$ cat config.mk
export PLATFORM = sky130hd
export DESIGN_NAME = reg_file
export DESIGN_NICKNAME = d
export VERILOG_FILES = /design/src/rtl/reg_pkg.sv /design/src/rtl/reg_word.sv /design/src/rtl/reg_file.sv
export SDC_FILE = /design/constraint.sdc
export NUM_CORES = 2
export LEC_CHECK = 0
export CAP_MARGIN = 20
export CORE_MARGIN = 5
export CORE_UTILIZATION = 55
export CTS_CLUSTER_DIAMETER = 60
export DETAILED_ROUTE_END_ITERATION = 8
export PLACE_DENSITY = 0.68
export SLEW_MARGIN = 0
export SYNTH_ARGS = -nofsm -noshare
export SYNTH_HDL_FRONTEND = slang
export SYNTH_SLANG_ARGS = --single-unit
$ cat constraint.sdc
create_clock -name clk -period 8.54 [get_ports clk]
set_clock_uncertainty 0.05 [all_clocks]
set_input_delay 2.135 -clock clk [delete_from_list [all_inputs] [get_ports clk]]
set_output_delay 2.135 -clock clk [all_outputs]
set_load 0.005 [all_outputs]
$ cat src/rtl/reg_pkg.sv
// Shared constants and helpers for the byte-strobed register file.
package reg_pkg;

   localparam int unsigned DEF_WIDTH = 32;
   localparam int unsigned DEF_LANES = DEF_WIDTH / 8;
   localparam logic [DEF_WIDTH-1:0] DEF_RESET_VAL = '0;

   function automatic int unsigned addr_width(input int unsigned depth);
      return (depth <= 2) ? 1 : $clog2(depth);
   endfunction

   function automatic int unsigned byte_lanes(input int unsigned width);
      return width / 8;
   endfunction

endpackage

$ cat src/rtl/reg_word.sv
// One storage word: async active-low reset, per-byte load enables.
module reg_word
   import reg_pkg::*;
#(
   parameter int unsigned WIDTH = DEF_WIDTH,
   parameter logic [WIDTH-1:0] RESET_VAL = '0,
   localparam int unsigned NB = byte_lanes(WIDTH)
) (
   input  logic             clk,
   input  logic             rst_n,
   input  logic [NB-1:0]    ld,
   input  logic [WIDTH-1:0] d,
   output logic [WIDTH-1:0] q
);

   logic [WIDTH-1:0] word_d;
   logic [WIDTH-1:0] word_q;

   always_comb begin
      word_d = word_q;
      for (int b = 0; b < int'(NB); b++) begin
         if (ld[b]) begin
            word_d[8*b +: 8] = d[8*b +: 8];
         end
      end
   end

   always_ff @(posedge clk or negedge rst_n) begin
      if (!rst_n) begin
         word_q <= RESET_VAL;
      end else begin
         word_q <= word_d;
      end
   end

   assign q = word_q;

endmodule

$ cat src/rtl/reg_file.sv
// DEPTH x WIDTH register file: one strobed write port, two
// combinational read ports with optional same-cycle forwarding.
module reg_file
   import reg_pkg::*;
#(
   parameter int unsigned WIDTH = DEF_WIDTH,
   parameter int unsigned DEPTH = 32,
   parameter bit BYPASS = 1'b1,
   parameter bit ZERO_REG = 1'b0,
   parameter logic [WIDTH-1:0] RESET_VAL = WIDTH'(DEF_RESET_VAL),
   localparam int unsigned AW = addr_width(DEPTH),
   localparam int unsigned NB = byte_lanes(WIDTH)
) (
   input  logic             clk,
   input  logic             rst_n,
   input  logic             we,
   input  logic [AW-1:0]    waddr,
   input  logic [WIDTH-1:0] wdata,
   input  logic [NB-1:0]    wstrb,
   input  logic [AW-1:0]    raddr0,
   input  logic [AW-1:0]    raddr1,
   output logic [WIDTH-1:0] rdata0,
   output logic [WIDTH-1:0] rdata1
);

   localparam logic [AW:0] DEPTH_C = (AW+1)'(DEPTH);

   logic [WIDTH-1:0] words [DEPTH];
   logic [AW-1:0]    ra [2];
   logic [WIDTH-1:0] rd [2];
   logic             w_in_range;
   logic             w_zero;
   logic             wr_ok;

   assign w_in_range = {1'b0, waddr} < DEPTH_C;
   assign w_zero     = ZERO_REG && (waddr == '0);
   assign wr_ok      = rst_n && we && w_in_range && !w_zero;

   for (genvar i = 0; i < int'(DEPTH); i++) begin : g_word
      if (ZERO_REG && i == 0) begin : g_zero
         assign words[i] = '0;
      end else begin : g_reg
         logic          hit;
         logic [NB-1:0] ld;

         assign hit = wr_ok && (waddr == AW'(i));
         assign ld  = hit ? wstrb : '0;

         reg_word #(
            .WIDTH     (WIDTH),
            .RESET_VAL (RESET_VAL)
         ) u_word (
            .clk   (clk),
            .rst_n (rst_n),
            .ld    (ld),
            .d     (wdata),
            .q     (words[i])
         );
      end
   end

   assign ra[0] = raddr0;
   assign ra[1] = raddr1;

   // Unstrobed bytes of a forwarded word still come from storage.
   always_comb begin
      for (int p = 0; p < 2; p++) begin
         rd[p] = '0;
         if ({1'b0, ra[p]} < DEPTH_C) begin
            rd[p] = words[ra[p]];
         end
         if (BYPASS && wr_ok && (ra[p] == waddr)) begin
            for (int b = 0; b < int'(NB); b++) begin
               if (wstrb[b]) begin
                  rd[p][8*b +: 8] = wdata[8*b +: 8];
               end
            end
         end
      end
   end

   assign rdata0 = rd[0];
   assign rdata1 = rd[1];

endmodule

Yosys cells after proc, flatten, opt, wreduce, memory -nomap -nowiden

Cells that the tools add are included.

Bitwise logic cells: 2
Eq/ne operators: 33
Reductions and logical operators: 36
$lt $le $gt $ge: 2
Multiplexer cells: 48

Operators with widths:

| operator                                                        | number |
|---|---|
| 32-bit binary-select mux with 5-bit select                      | 2 |
| 32-bit two-way mux                                              | 6 |
| 4-bit two-way mux                                               | 32 |
| 5-bit == test, second input constant                            | 16 |
| 8-bit two-way mux                                               | 8 |
| 5-bit by 4-bit == test with 1-bit output, second input constant | 8 |
| 1-bit logical AND                                               | 35 |
| 5-bit by 3-bit == test with 1-bit output, second input constant | 4 |
| 6-bit greater-or-equal comparator, second input constant        | 2 |
| 5-bit inverter with 6-bit output                                | 2 |
| 5-bit by 2-bit == test with 1-bit output, second input constant | 2 |
| 5-bit == test                                                   | 2 |
| 5-bit by 1-bit == test with 1-bit output, second input constant | 1 |
| 5-bit zero test                                                 | 1 |

Input bits: 54
Bits in registers: 1024
Output and inout bits: 64
Word-level logic and storage cells: 249

Depth between registers and ports, before layout

Depth after elaboration: 6
Mapped depth: 10
Depth with buffers taken out: 5

Modules after synthesis

Synthesis repeated with hierarchy kept, for this count alone.

Cell total of the unflattened synthesis: 3507
Area, all modules: 59208.0 sq um

Modules (own cells, without submodules):

| module   | instances | cells each | sequential area each (sq um) | area each (sq um) |
|---|---|---|---|---|
| reg_word | 32        | 68         | 800.8                        | 1326.3 |
| reg_file | 1         | 1331       | 0.0                          | 16767.3 |

Least setup slack after synthesis

No wires, ideal clock.

Path kind: in2out
Start: in raddr1[1]
End: out rdata1[3]
Path buffers: 3
Path slack: 2.501 ns
Arrival: 3.854 ns
Stages: 7
Required time: 6.355 ns
Cell sequence: buf_2 -> buf_2 -> buf_1 -> mux4_2 -> or3b_2 -> o2111ai_1 -> o211ai_1

Longest elaborated chain between the ends: 6
Elaborated cells on any way between the ends: 8
Classes of those cells: eq/ne: 1; mux: 5; bitwise: 1; reduce/logical: 1

Ends and longest elaborated chain:

| item                                                   | line           | RTL |
|---|---|---|
| from (decl)                                            | reg_file.sv:21 | `input logic [AW-1:0] raddr1,` |
| 5-bit inverter with 6-bit output (implied by the code) | reg_file.sv:70 | `rd[p] = words[ra[p]];` |
| 32-bit binary-select mux with 5-bit select             | reg_file.sv:70 |  |
| 32-bit two-way mux (implied by the code) (2 in series) | reg_file.sv:70 |  |
| 8-bit two-way mux                                      | reg_file.sv:74 | `if (wstrb[b]) begin` |
| 32-bit two-way mux *                                   | reg_file.sv:72 | `if (BYPASS && wr_ok && (ra[p] == waddr)) begin` |
| to (decl)                                              | reg_file.sv:23 | `output logic [WIDTH-1:0] rdata1` |

Every way passes the cells marked *; elsewhere a longest branch is shown, timed or not. The select of a mux whose other input is x is not followed.

Final worst setup path

Start: in waddr[2]
End: out rdata1[16]

Longest elaborated chain between the ends: 3

Ends and longest elaborated chain:

| item               | line           | RTL |
|---|---|---|
| from (decl)        | reg_file.sv:17 | `input logic [AW-1:0] waddr,` |
| 5-bit == test      | reg_file.sv:72 |  |
| 1-bit logical AND  | reg_file.sv:72 |  |
| 32-bit two-way mux | reg_file.sv:72 |  |

No other way between the ends.

==> flow_summary.toml <==
[power_and_ir_drop]
p_sw_mw = 3.20
p_int_mw = 9.04
leakage_nw = 27.5
clock_power_share_pct = 39.9
swShare_pct = 26.2
ir_drop_mv = 0.163
power_frac_comb_pct = 14.7
p_per_area_nw_per_um2 = 198
seq_power_share_pct = 45.3

[synth]
ys_seq_area_share_pct = 46.2
synth_compound_area_share_pct = 4.48
synth.area.mux_share_pct = 43.0
syn_area_um2 = 55400
synth_xor_area_share_pct = 0.158
synth_cell_types = 58
synth_edf_count = 0
synth_top_family_by_area = "multiplexers"
synth_area_per_cell_um2 = 14.9
synth_area_leader_cell = "dfrtp_1"
yosysWarningCount = 0
synth_top_area_share_pct = 46.2
synth_flop_cell = "dfrtp_1"
ys_top_cells_by_area = "dfrtp_1, mux2_2, mux4_2"
async_flop_share_pct = 100
syn_inst = 3722
yosys.area_share.adder_pct = 0
synth_seq_cells = 1024
syn-num-nets = 3776
synth-simple-area-share_pct = 3.25

[timing]
worst_pin_slew_ns = 1.27
post-route-min-period_ns = 7.74
finalSetupViolations = 0
slew_violations = 0
hold_violations = 0
slew_headroom_pct = 14.9
rsz0062_at_grt = "false"
fmax_mhz = 129
fin_crit_sh_pct = 90.6
setup_tns_ns = 0
hold_ws_ns = 0.469

[placed_design]
dpl.hpwl_um = 116000
gp_congestion = 0.888
dpl_cell_area_um2 = 57900
io_buffers = 117

[setup_path]
cp.arrival_ns = 5.55
crit_type = "primary input to output pin"
critical_path_peak_fanout = 16
r2r_start = "g_word[22].g_reg.u_word.q[31]"
reg2reg_slack_ns = 7.68
required_ns = 6.36
worstReg2RegEnd = "g_word[22].g_reg.u_word.q[31]"
crit_path_end_kind = "output pin"
r2r_cells = 1
cp-start-kind = "primary input"

[clocking]
cts.clk_slew.worst_paths_ns = 0.06
htree_levels = 3
clockRootBuffer = "clkbuf_16"
clkSinkCount = 1024
cts_resized = 0
postCtsSetupBuffers = 0
cts_made_buffers = 111
clock_latency_ns = 0.68
cts_tree = "built"
hold_buffers = 0
cts_max_path_buffers = 3

[finish]
largest_reg_flops = 1024
synthToLayoutAreaGrowth_pct = 11.6
drive_above_1_share_pct = 49.4
final_common_cell = "mux2_2"
final_area_um2 = 61900
final_cell_mix = "mux2_2, dfrtp_1, mux4_2"
fin_nets = 3835

[die]
ios = 118
dieArea_um2 = 107000
floorplan.initialDensity_pct = 55.4
core_area_um2 = 100000
rows = 116
die_x_um = 327
die_h_um = 327

[global_route]
grt_util_all_layers_pct = 32.2
grt_pass1_wl_um = 260000
overflow = 0
antenna_found_initial = 15
grt_pass1_vias = 39098
grt_max_degree = 156

[route]
via_count = 36481
drt_first_pass_iters = 6
first_iter_violations = 3702
drt_wl_total_um = 172000
drt.antenna.violating_nets = 0
drc_errors = 0
via_per_inst = 7.05
post_drt_wl_per_cell_um = 33.3

[flow_run]
maxCapViolCount = 0

[worst_hold_path]
min_to = "g_word[0].g_reg.u_word.q[9]"
hold_depth = 2
min_path_type = "flip-flop to flip-flop"
worstHoldStart = "g_word[0].g_reg.u_word.q[9]"

[run_status]
status = "finished clean"
## power groups by stage
stage	Sequential [mW]	Combinational, mW	Clock [mW]
finish	5.55	1.80	4.89
global placement	5.56	1.73	0
global route	5.60	1.91	5.15
detailed placement	5.63	1.78	0
CTS	5.54	1.78	4.94
floorplan	5.52	1.18	0
## synthesized netlist by cell type (12+ instances only)
library cell,count
a22o_1,21
a211oi_1,55
buf_2,79
nand3_1,28
mux4_2,462
and2_1,15
o21ai_0,13
or4_1,12
nor2_2,80
nor2b_1,15
mux2_2,1029
dfrtp_1,1024
nor2_1,54
o21ai_1,21
mux2i_1,187
buf_6,22
nand2b_1,12
buf_4,27
nand2_1,73
a22oi_1,57
o22ai_1,92
a221oi_1,20
a21oi_1,43
clkbuf_1,167
## critical path, cell delays in order
cell and delay [ns]:
clkdlybuf4s50_1 0.78, xor2_1 0.18, nor4_2 0.77, and3_1 0.81
o31a_1 0.33, clkdlybuf4s50_1 0.53
## worst max path at each step
| stage | slack [ns] | to | depth (start not counted) | start |
|---|---|---|---|---|
| 6_report | 0.80 | rdata1[16] | 6 | waddr[2] |
| 5_1_grt | 0.74 | rdata1[23] | 7 | waddr[2] |
| 4_1_cts | 0.88 | rdata1[16] | 6 | waddr[2] |
| 3_5_place_dp | 0.90 | rdata1[16] | 6 | waddr[2] |
| 3_3_place_gp | 0.95 | rdata1[16] | 6 | waddr[2] |
| 2_1_floorplan | 2.50 | rdata1[3] | 7 | raddr1[1] |
## per-stage QoR
step	cells	utilization [%]	total power [mW]	worst slack (ns)
2_1_floorplan	3722	-	6.70	2.50
3_3_place_gp	4957	57.8	7.29	0.954
3_5_place_dp	4957	57.8	7.40	0.898
4_1_cts	5160	61.5	12.3	0.882
5_1_grt	5170	61.7	12.6	0.740
6_report	5178	61.8	12.2	0.803
## cell families (layout without fill, tap and decap cells)
family / count (synthesis) / in the layout
flip-flops: 1024 / 1024
other: 0 / 9
AO/OA/AOI/OAI: 358 / 358
XOR/XNOR: 10 / 10
AND/OR/NAND/NOR: 336 / 336
multiplexers: 1678 / 1678
buffers and inverters: 316 / 465
## cell type report
type                       instances  area [µm²]
clock inverter                    36         362
fill                            7384       38300
multi-input combinational       2382       28300
antenna                            9        22.5
tap                             1298        1620
inverter                           8        30.0
timing repair buffer             254        2580
clock buffer                     167        3330
sequential                      1024       25600
## metal layers
| layer | routed length [µm] | vias to the layer above | track usage [%] |
|---|---|---|---|
| li1 | - | 14674 | - |
| met1 | 67200 | 19608 | 43.5 |
| met2 | 82100 | 1764 | 51.5 |
| met3 | 14700 | 431 | 7.01 |
| met4 | 8190 | 4 | 12.9 |
| met5 | 28 | - | 0 |
Power figures use the tool's default switching activity.
